[config.mk]
export PLATFORM = sky130hd
export DESIGN_NAME = nave_ctrl_param
export DESIGN_NICKNAME = d
export VERILOG_FILES = /design/src/rtl/nave_pkg.sv /design/src/rtl/nave_tick_gen.sv /design/src/rtl/nave_ctrl_param.sv
export SDC_FILE = /design/constraint.sdc
export NUM_CORES = 1
export LEC_CHECK = 0
export ABC_AREA = 0
export CAP_MARGIN = 20
export CORE_UTILIZATION = 56
export CTS_CLUSTER_DIAMETER = 100
export DETAILED_ROUTE_END_ITERATION = 16
export DONT_BUFFER_PORTS = 1
export PLACE_DENSITY = 0.75
export SKIP_LAST_GASP = 1
export SLEW_MARGIN = 20
export SYNTH_ARGS = -nofsm -noshare
export SYNTH_HDL_FRONTEND = slang
export SYNTH_HIERARCHICAL = 1
export SYNTH_SLANG_ARGS = --single-unit
export TNS_END_PERCENT = 20
[constraint.sdc]
create_clock -name CLOCK_50 -period 3.05 [get_ports CLOCK_50]
set_input_delay 0.4575 -clock CLOCK_50 [delete_from_list [all_inputs] [get_ports CLOCK_50]]
set_output_delay 0.4575 -clock CLOCK_50 [all_outputs]
set_load 0.005 [all_outputs]
[src/rtl/nave_pkg.sv]
// Shared types and constants for the player-ship controller: FSM states,
// key bit positions, default screen geometry and the per-axis step function.
package nave_pkg;

  typedef enum logic [1:0] {
    ESPERA  = 2'd0,
    JOGANDO = 2'd1,
    INVULN  = 2'd2,
    FIM     = 2'd3
  } nave_state_t;

  localparam int KEY_RIGHT = 0;
  localparam int KEY_LEFT  = 1;
  localparam int KEY_DOWN  = 2;
  localparam int KEY_UP    = 3;

  localparam int SCREEN_W_DEF = 640;
  localparam int SCREEN_H_DEF = 480;

  // One axis step; sums are widened to 11 bits so pos+size+spd cannot wrap.
  function automatic logic [9:0] nave_step(
    input logic [9:0] pos,
    input logic       inc,
    input logic       dec,
    input logic [9:0] size,
    input logic [9:0] lim,
    input logic [9:0] spd,
    input logic       wrap
  );
    logic [10:0] p, s, l, d;
    p = {1'b0, pos};
    s = {1'b0, size};
    l = {1'b0, lim};
    d = {1'b0, spd};
    nave_step = pos;
    if (inc && !dec) begin
      if (p + s + d <= l) nave_step = pos + spd;
      else                nave_step = wrap ? 10'd0 : lim - size;
    end else if (dec && !inc) begin
      if (p >= d) nave_step = pos - spd;
      else        nave_step = wrap ? lim - size : 10'd0;
    end
  endfunction

endpackage

[src/rtl/nave_tick_gen.sv]
// Movement tick strobe: counts 0..TICK_DIV-1 and fires one clock at the wrap.
// The count freezes while pausa is high; clr restarts it synchronously.
module nave_tick_gen #(
  parameter int TICK_DIV = 833333
) (
  input  logic clk,
  input  logic rst,
  input  logic clr,
  input  logic pausa,
  output logic tick
);

  localparam int CW = (TICK_DIV > 2) ? $clog2(TICK_DIV) : 1;
  localparam logic [CW-1:0] LAST = CW'(TICK_DIV - 1);

  logic [CW-1:0] cnt;

  assign tick = !pausa && (cnt == LAST);

  always_ff @(posedge clk or posedge rst) begin
    if (rst)         cnt <= '0;
    else if (clr)    cnt <= '0;
    else if (!pausa) cnt <= (cnt == LAST) ? '0 : cnt + 1'b1;
  end

endmodule

[src/rtl/nave_ctrl_param.sv]
// Two-axis player-ship controller: movement, lives, invulnerability blink and
// ball launch. Define NAVE_WRAP_EN for horizontal wrap-around instead of clamp.
module nave_ctrl_param
  import nave_pkg::*;
#(
  parameter int SCREEN_W     = SCREEN_W_DEF,
  parameter int SCREEN_H     = SCREEN_H_DEF,
  parameter int NAVE_W       = 30,
  parameter int NAVE_H       = 30,
  parameter int X0           = 150,
  parameter int Y0           = 2,
  parameter int SPEED        = 2,
  parameter int TICK_DIV     = 833333,
  parameter int VIDAS0       = 3,
  parameter int INVULN_TICKS = 120,
  parameter int BLINK_TICKS  = 8
) (
  input  logic       CLOCK_50,
  input  logic       reset,
  input  logic [3:0] keysout,
  input  logic       disparo,
  input  logic       pausa,
  input  logic       reiniciarJogo,
  input  logic       bateu,
  output logic       iniciarBola,
  output logic [9:0] largura_nave,
  output logic [9:0] altura_nave,
  output logic [9:0] x_nave,
  output logic [9:0] y_nave,
  output logic [3:0] vidas,
  output logic       piscando,
  output logic       fim_jogo
);

  localparam int TW = $clog2(INVULN_TICKS + 1) > 0 ? $clog2(INVULN_TICKS + 1) : 1;
  localparam int BW = $clog2(BLINK_TICKS + 1) > 0 ? $clog2(BLINK_TICKS + 1) : 1;

`ifdef NAVE_WRAP_EN
  localparam logic WRAP_X = 1'b1;
`else
  localparam logic WRAP_X = 1'b0;
`endif

  nave_state_t   state, state_next;
  logic          tick, launch, hit, inv_done;
  logic [9:0]    x, y;
  logic [3:0]    vidas_q;
  logic [TW-1:0] timer;
  logic [BW-1:0] blink;
  logic          pisc, ini;

  nave_tick_gen #(.TICK_DIV(TICK_DIV)) u_tick (
    .clk  (CLOCK_50),
    .rst  (reset),
    .clr  (reiniciarJogo),
    .pausa(pausa),
    .tick (tick)
  );

  // tick is already masked by pausa, so only the direct events need the gate
  assign launch   = (state == ESPERA)  && disparo && !pausa;
  assign hit      = (state == JOGANDO) && bateu   && !pausa;
  assign inv_done = (state == INVULN)  && tick && (timer <= TW'(1));

  always_ff @(posedge CLOCK_50 or posedge reset) begin
    if (reset)              state <= ESPERA;
    else if (reiniciarJogo) state <= ESPERA;
    else                    state <= state_next;
  end

  always_comb begin
    state_next = state;
    case (state)
      ESPERA:  if (launch)   state_next = JOGANDO;
      JOGANDO: if (hit)      state_next = (vidas_q <= 4'd1) ? FIM : INVULN;
      INVULN:  if (inv_done) state_next = ESPERA;
      default: state_next = state;
    endcase
  end

  always_ff @(posedge CLOCK_50 or posedge reset) begin
    if (reset) begin
      x       <= 10'(X0);
      y       <= 10'(Y0);
      vidas_q <= 4'(VIDAS0);
      timer   <= '0;
      blink   <= '0;
      pisc    <= 1'b0;
      ini     <= 1'b0;
    end else if (reiniciarJogo) begin
      x       <= 10'(X0);
      y       <= 10'(Y0);
      vidas_q <= 4'(VIDAS0);
      timer   <= '0;
      blink   <= '0;
      pisc    <= 1'b0;
      ini     <= 1'b0;
    end else begin
      ini <= launch;
      if (tick && state != FIM) begin
        x <= nave_step(x, keysout[KEY_RIGHT], keysout[KEY_LEFT], 10'(NAVE_W),
                       10'(SCREEN_W), 10'(SPEED), WRAP_X);
        y <= nave_step(y, keysout[KEY_DOWN], keysout[KEY_UP], 10'(NAVE_H),
                       10'(SCREEN_H), 10'(SPEED), 1'b0);
      end
      if (hit) begin
        vidas_q <= (vidas_q != 4'd0) ? vidas_q - 4'd1 : 4'd0;
        timer   <= TW'(INVULN_TICKS);
        blink   <= '0;
        pisc    <= (vidas_q > 4'd1);
      end else if (state == INVULN && tick) begin
        if (timer <= TW'(1)) begin
          timer <= '0;
          blink <= '0;
          pisc  <= 1'b0;
        end else begin
          timer <= timer - 1'b1;
          if (blink == BW'(BLINK_TICKS - 1)) begin
            blink <= '0;
            pisc  <= ~pisc;
          end else begin
            blink <= blink + 1'b1;
          end
        end
      end
    end
  end

  assign iniciarBola  = ini;
  assign largura_nave = 10'(NAVE_W);
  assign altura_nave  = 10'(NAVE_H);
  assign x_nave       = x;
  assign y_nave       = y;
  assign vidas        = vidas_q;
  assign piscando     = pisc;
  assign fim_jogo     = (state == FIM);

endmodule

==> impl_metrics.env <==
export IMPL_status="complete, no violations"
export IMPL_start_util_pct=58.61
export IMPL_synth_cell_type_count=78
export IMPL_synth_edf_count=0
export IMPL_syn_area_um2=4319
export IMPL_p_leak_nw=1.848
export IMPL_synth_flop_cell="dfrtp_1"
export IMPL_drc=0
export IMPL_pre_cts_ws_ps=202.9
export IMPL_top_layer="met4"
export IMPL_fin_ws_ps=285.8
export IMPL_setup_tns_ps=0
export IMPL_synth_seq_cells=57
export IMPL_fin_crit_sh_pct=90.63
export IMPL_setup_viol=0
export IMPL_yosysSeqAreaShare_pct=33.23
export IMPL_rsz0062_at_grt="false"
export IMPL_finalNonFillerCells=617
export IMPL_seqCellArea_um2=1435
export IMPL_grt_pass1_wl_um=16100
export IMPL_drtIter0Drc=221
export IMPL_place_congestion=0.8765
export IMPL_postPlaceCellArea_um2=4275
export IMPL_grt_overflow_total=0
export IMPL_critical_path_max_stage_delay_ps=430
export IMPL_synth_top_area_share_pct=28.97
export IMPL_crit_path_cell_trace="nand4bb_1 -> nor4_4 -> nand3_1 -> nor2_1 -> or3b_1 -> or2_2 -> nor2_2 -> o221ai_1 -> o21ai_0"
export IMPL_wl_met3_um=585
export IMPL_routed_wl_um=9368
export IMPL_cts_tree="built"
export IMPL_htreeDepth=3
export IMPL_num_io_pins=57
export IMPL_wl_per_cell_um=15.18
export IMPL_synth_area_leaders="dfrtp_1 29%, ha_1 5.2%, nand2_1 4.6%"
export IMPL_path_class="reg2reg"
export IMPL_vias=3765
export IMPL_antenna_found_initial=0
export IMPL_drv_slew=0
export IMPL_ctsHoldBuffers=0
export IMPL_startpoint_type="register"
export IMPL_io_buffers=0
export IMPL_postSynthAreaPerCell_um2=8.274
export IMPL_core_area_um2=7370
export IMPL_synth_largest_area_cell="dfrtp_1"
export IMPL_dp_hpwl_um=6666
export IMPL_cts_buffers=9
export IMPL_skew_ps=10.25
export IMPL_fin_hold_ws_ps=125.8
export IMPL_final_area_um2=4462
export IMPL_ys_async_sr_fraction_pct=100.0
export IMPL_synth_cells=522
export IMPL_nNetsFinal=541
export IMPL_cts_sinks=57
export IMPL_ant_nets=0
export IMPL_hp_class="in2async"
export IMPL_drive_gt1_share_pct=10.23
export IMPL_path_delay_family="simple AND/OR/NAND/NOR gates"
export IMPL_die_h_um=89.82
export IMPL_drv_cap=0
export IMPL_cts_clk_slew_worst_paths_ps=60
export IMPL_viasPerCell=6.102
export IMPL_synth_warnings=6
export IMPL_row_count=31
export IMPL_required_ps=3300
export IMPL_clockRootBuffer="clkbuf_8"
export IMPL_placedCellCount=601
export IMPL_first_global_vias=3457
export IMPL_end_kind="register"
export IMPL_die_w_um=89.82
export IMPL_max_freq_ghz=0.3618
export IMPL_power_per_cell_area_nw_per_um2=380.2
export IMPL_critical_path_max_fanout=6
export IMPL_antenna_cells=0
export IMPL_wl_met1_um=4302
export IMPL_worst_path_buf_inv=0
export IMPL_grt_usage_pct=24.08
export IMPL_cts_path_max_buffers=2
export IMPL_areaGrowthSynthToFinish_pct=3.302
export IMPL_worstReg2RegStart="u_tick/cnt[11]"
export IMPL_dieArea_um2=8068
export IMPL_worst_pin_slew_ps=853.9
export IMPL_firstDrtPassIters=5
export IMPL_worst_ep_arrival_time_ps=3020
export IMPL_multiInputGateArea_um2=2550
export IMPL_wl_met2_um=4345
export IMPL_ir_worst_vdd_v=0.0003007
export IMPL_hold_violations=0
export IMPL_slew_headroom_pct=42.96
export IMPL_crit_slowest_cell="dfrtp_1"
export IMPL_cp_startpoint="u_tick/cnt[11]"
export IMPL_fill_cells=668
export IMPL_clk_latency_ps=340
export IMPL_fin_crit_ps=2764
export IMPL_grt_max_degree=38
[worst paths after layout]
check	end	slack (ps)	cells past startpoint
min reg2reg	u_tick/cnt[18]	540	1
min in group CLOCK_50	timer[5]	190	1
max	y_nave[5]	290	9
min	x_nave[3]	130	2
max in group asynchronous	u_tick/cnt[11]	2420	1
max reg2reg	y_nave[5]	290	9
[cells by family after synthesis]
kind of cell | share of synthesized area (%)
and+or+nand+nor | 27.69
adders and majority gates | 5.214
DFF | 33.23
other | 0.1739
AOI/OAI and AO/OA | 21.18
xor gates and xnor gates | 1.825
muxes | 1.159
buffers and inverters | 9.530
[synthesized netlist by cell type, types with 3 or more instances]
cell type and count:
a21o_1 5, a21oi_1 37, a22oi_1 4, a31oi_1 10, and2_1 9, and3_1 6
and4_1 4, buf_2 4, buf_4 24, buf_6 3, clkbuf_1 14, dfrtp_1 50
dfstp_2 7, ha_1 18, inv_1 31, mux2i_1 5, nand2_1 53, nand2b_1 9
nand3_1 26, nand3b_1 4, nand4_1 8, nor2_1 37, nor2b_1 5, nor3_1 17
nor3_2 3, nor3b_1 4, nor4_1 6, o211ai_1 5, o21ai_0 20, o21ai_1 9
o221ai_1 5, o31ai_1 4, or2_2 3, or3_1 8, or4_1 3, xnor2_1 6
xor2_1 3
[state kept, by name (all words and copies together) (netlist names)]
| signal | flops |
|---|---|
| timer | 7 |
| piscando | 1 |
| blink | 4 |
| vidas | 4 |
| x_nave | 9 |
| u_tick/cnt | 20 |
| iniciarBola | 1 |
| state | 2 |
| y_nave | 9 |
[stage by stage]
step,util [%],power (W)
after global routing,60.54,0.001795
final,60.54,0.001696
after floorplan,-,0.001034
after CTS,60.51,0.001712
after global placement,58.01,0.001049
after detailed placement,58.01,0.001056
[area by class of cell]
type | instances | share of cell area, %
sequential | 57 | 32.16
inverter | 31 | 2.608
multi-input combinational | 407 | 57.15
tap | 99 | 2.776
clock buffer | 13 | 3.786
clock inverter | 3 | 0.3365
timing repair buffer | 7 | 1.178
[repair_timing]
action | in CTS | in global routing
resized for setup | 0 | 1
buffers inserted | 0 | 0
setup endpoints to repair | 0 | 1
[placed cells by master (no fill, tap or decap), drive strengths merged, types with 3 or more instances in the layout]
cell type / netlist / final
nor4: 9 / 9
conb: 2 / 22
clkinv: 0 / 3
a21oi: 38 / 38
nand3: 27 / 27
xor2: 3 / 3
nand2b: 9 / 9
a31oi: 10 / 10
dfrtp: 50 / 50
and4: 4 / 4
nor2b: 5 / 5
nand3b: 4 / 4
o211ai: 5 / 5
or4: 3 / 3
nand4: 10 / 10
or2: 3 / 3
inv: 31 / 31
and3: 7 / 7
nor3: 20 / 20
clkbuf: 15 / 13
mux2i: 5 / 5
a21o: 5 / 5
o21ai: 29 / 29
xnor2: 6 / 6
a22oi: 5 / 5
o221ai: 6 / 6
and2: 9 / 9
or3b: 3 / 3
dfstp: 7 / 7
o31ai: 6 / 6
a311oi: 3 / 3
nand2: 53 / 53
nor2: 38 / 38
ha: 18 / 18
buf: 32 / 7
nor3b: 4 / 4
o311ai: 3 / 3
o22ai: 3 / 3
or3: 8 / 8
[per-layer routing]
layer	GRT usage, %	vias up
li1	-	1836
met1	31.41	1799
met2	39.55	116
met3	5.668	14
met4	7.514	0
met5	0	-
[report_power, final]
| group | switching, W | internal [W] |
|---|---|---|
| logic | 0.000150 | 0.0000805 |
| registers | 0.0000311 | 0.000783 |
| clock network | 0.000294 | 0.000357 |
No activity file was read; power rests on OpenSTA's default activity.
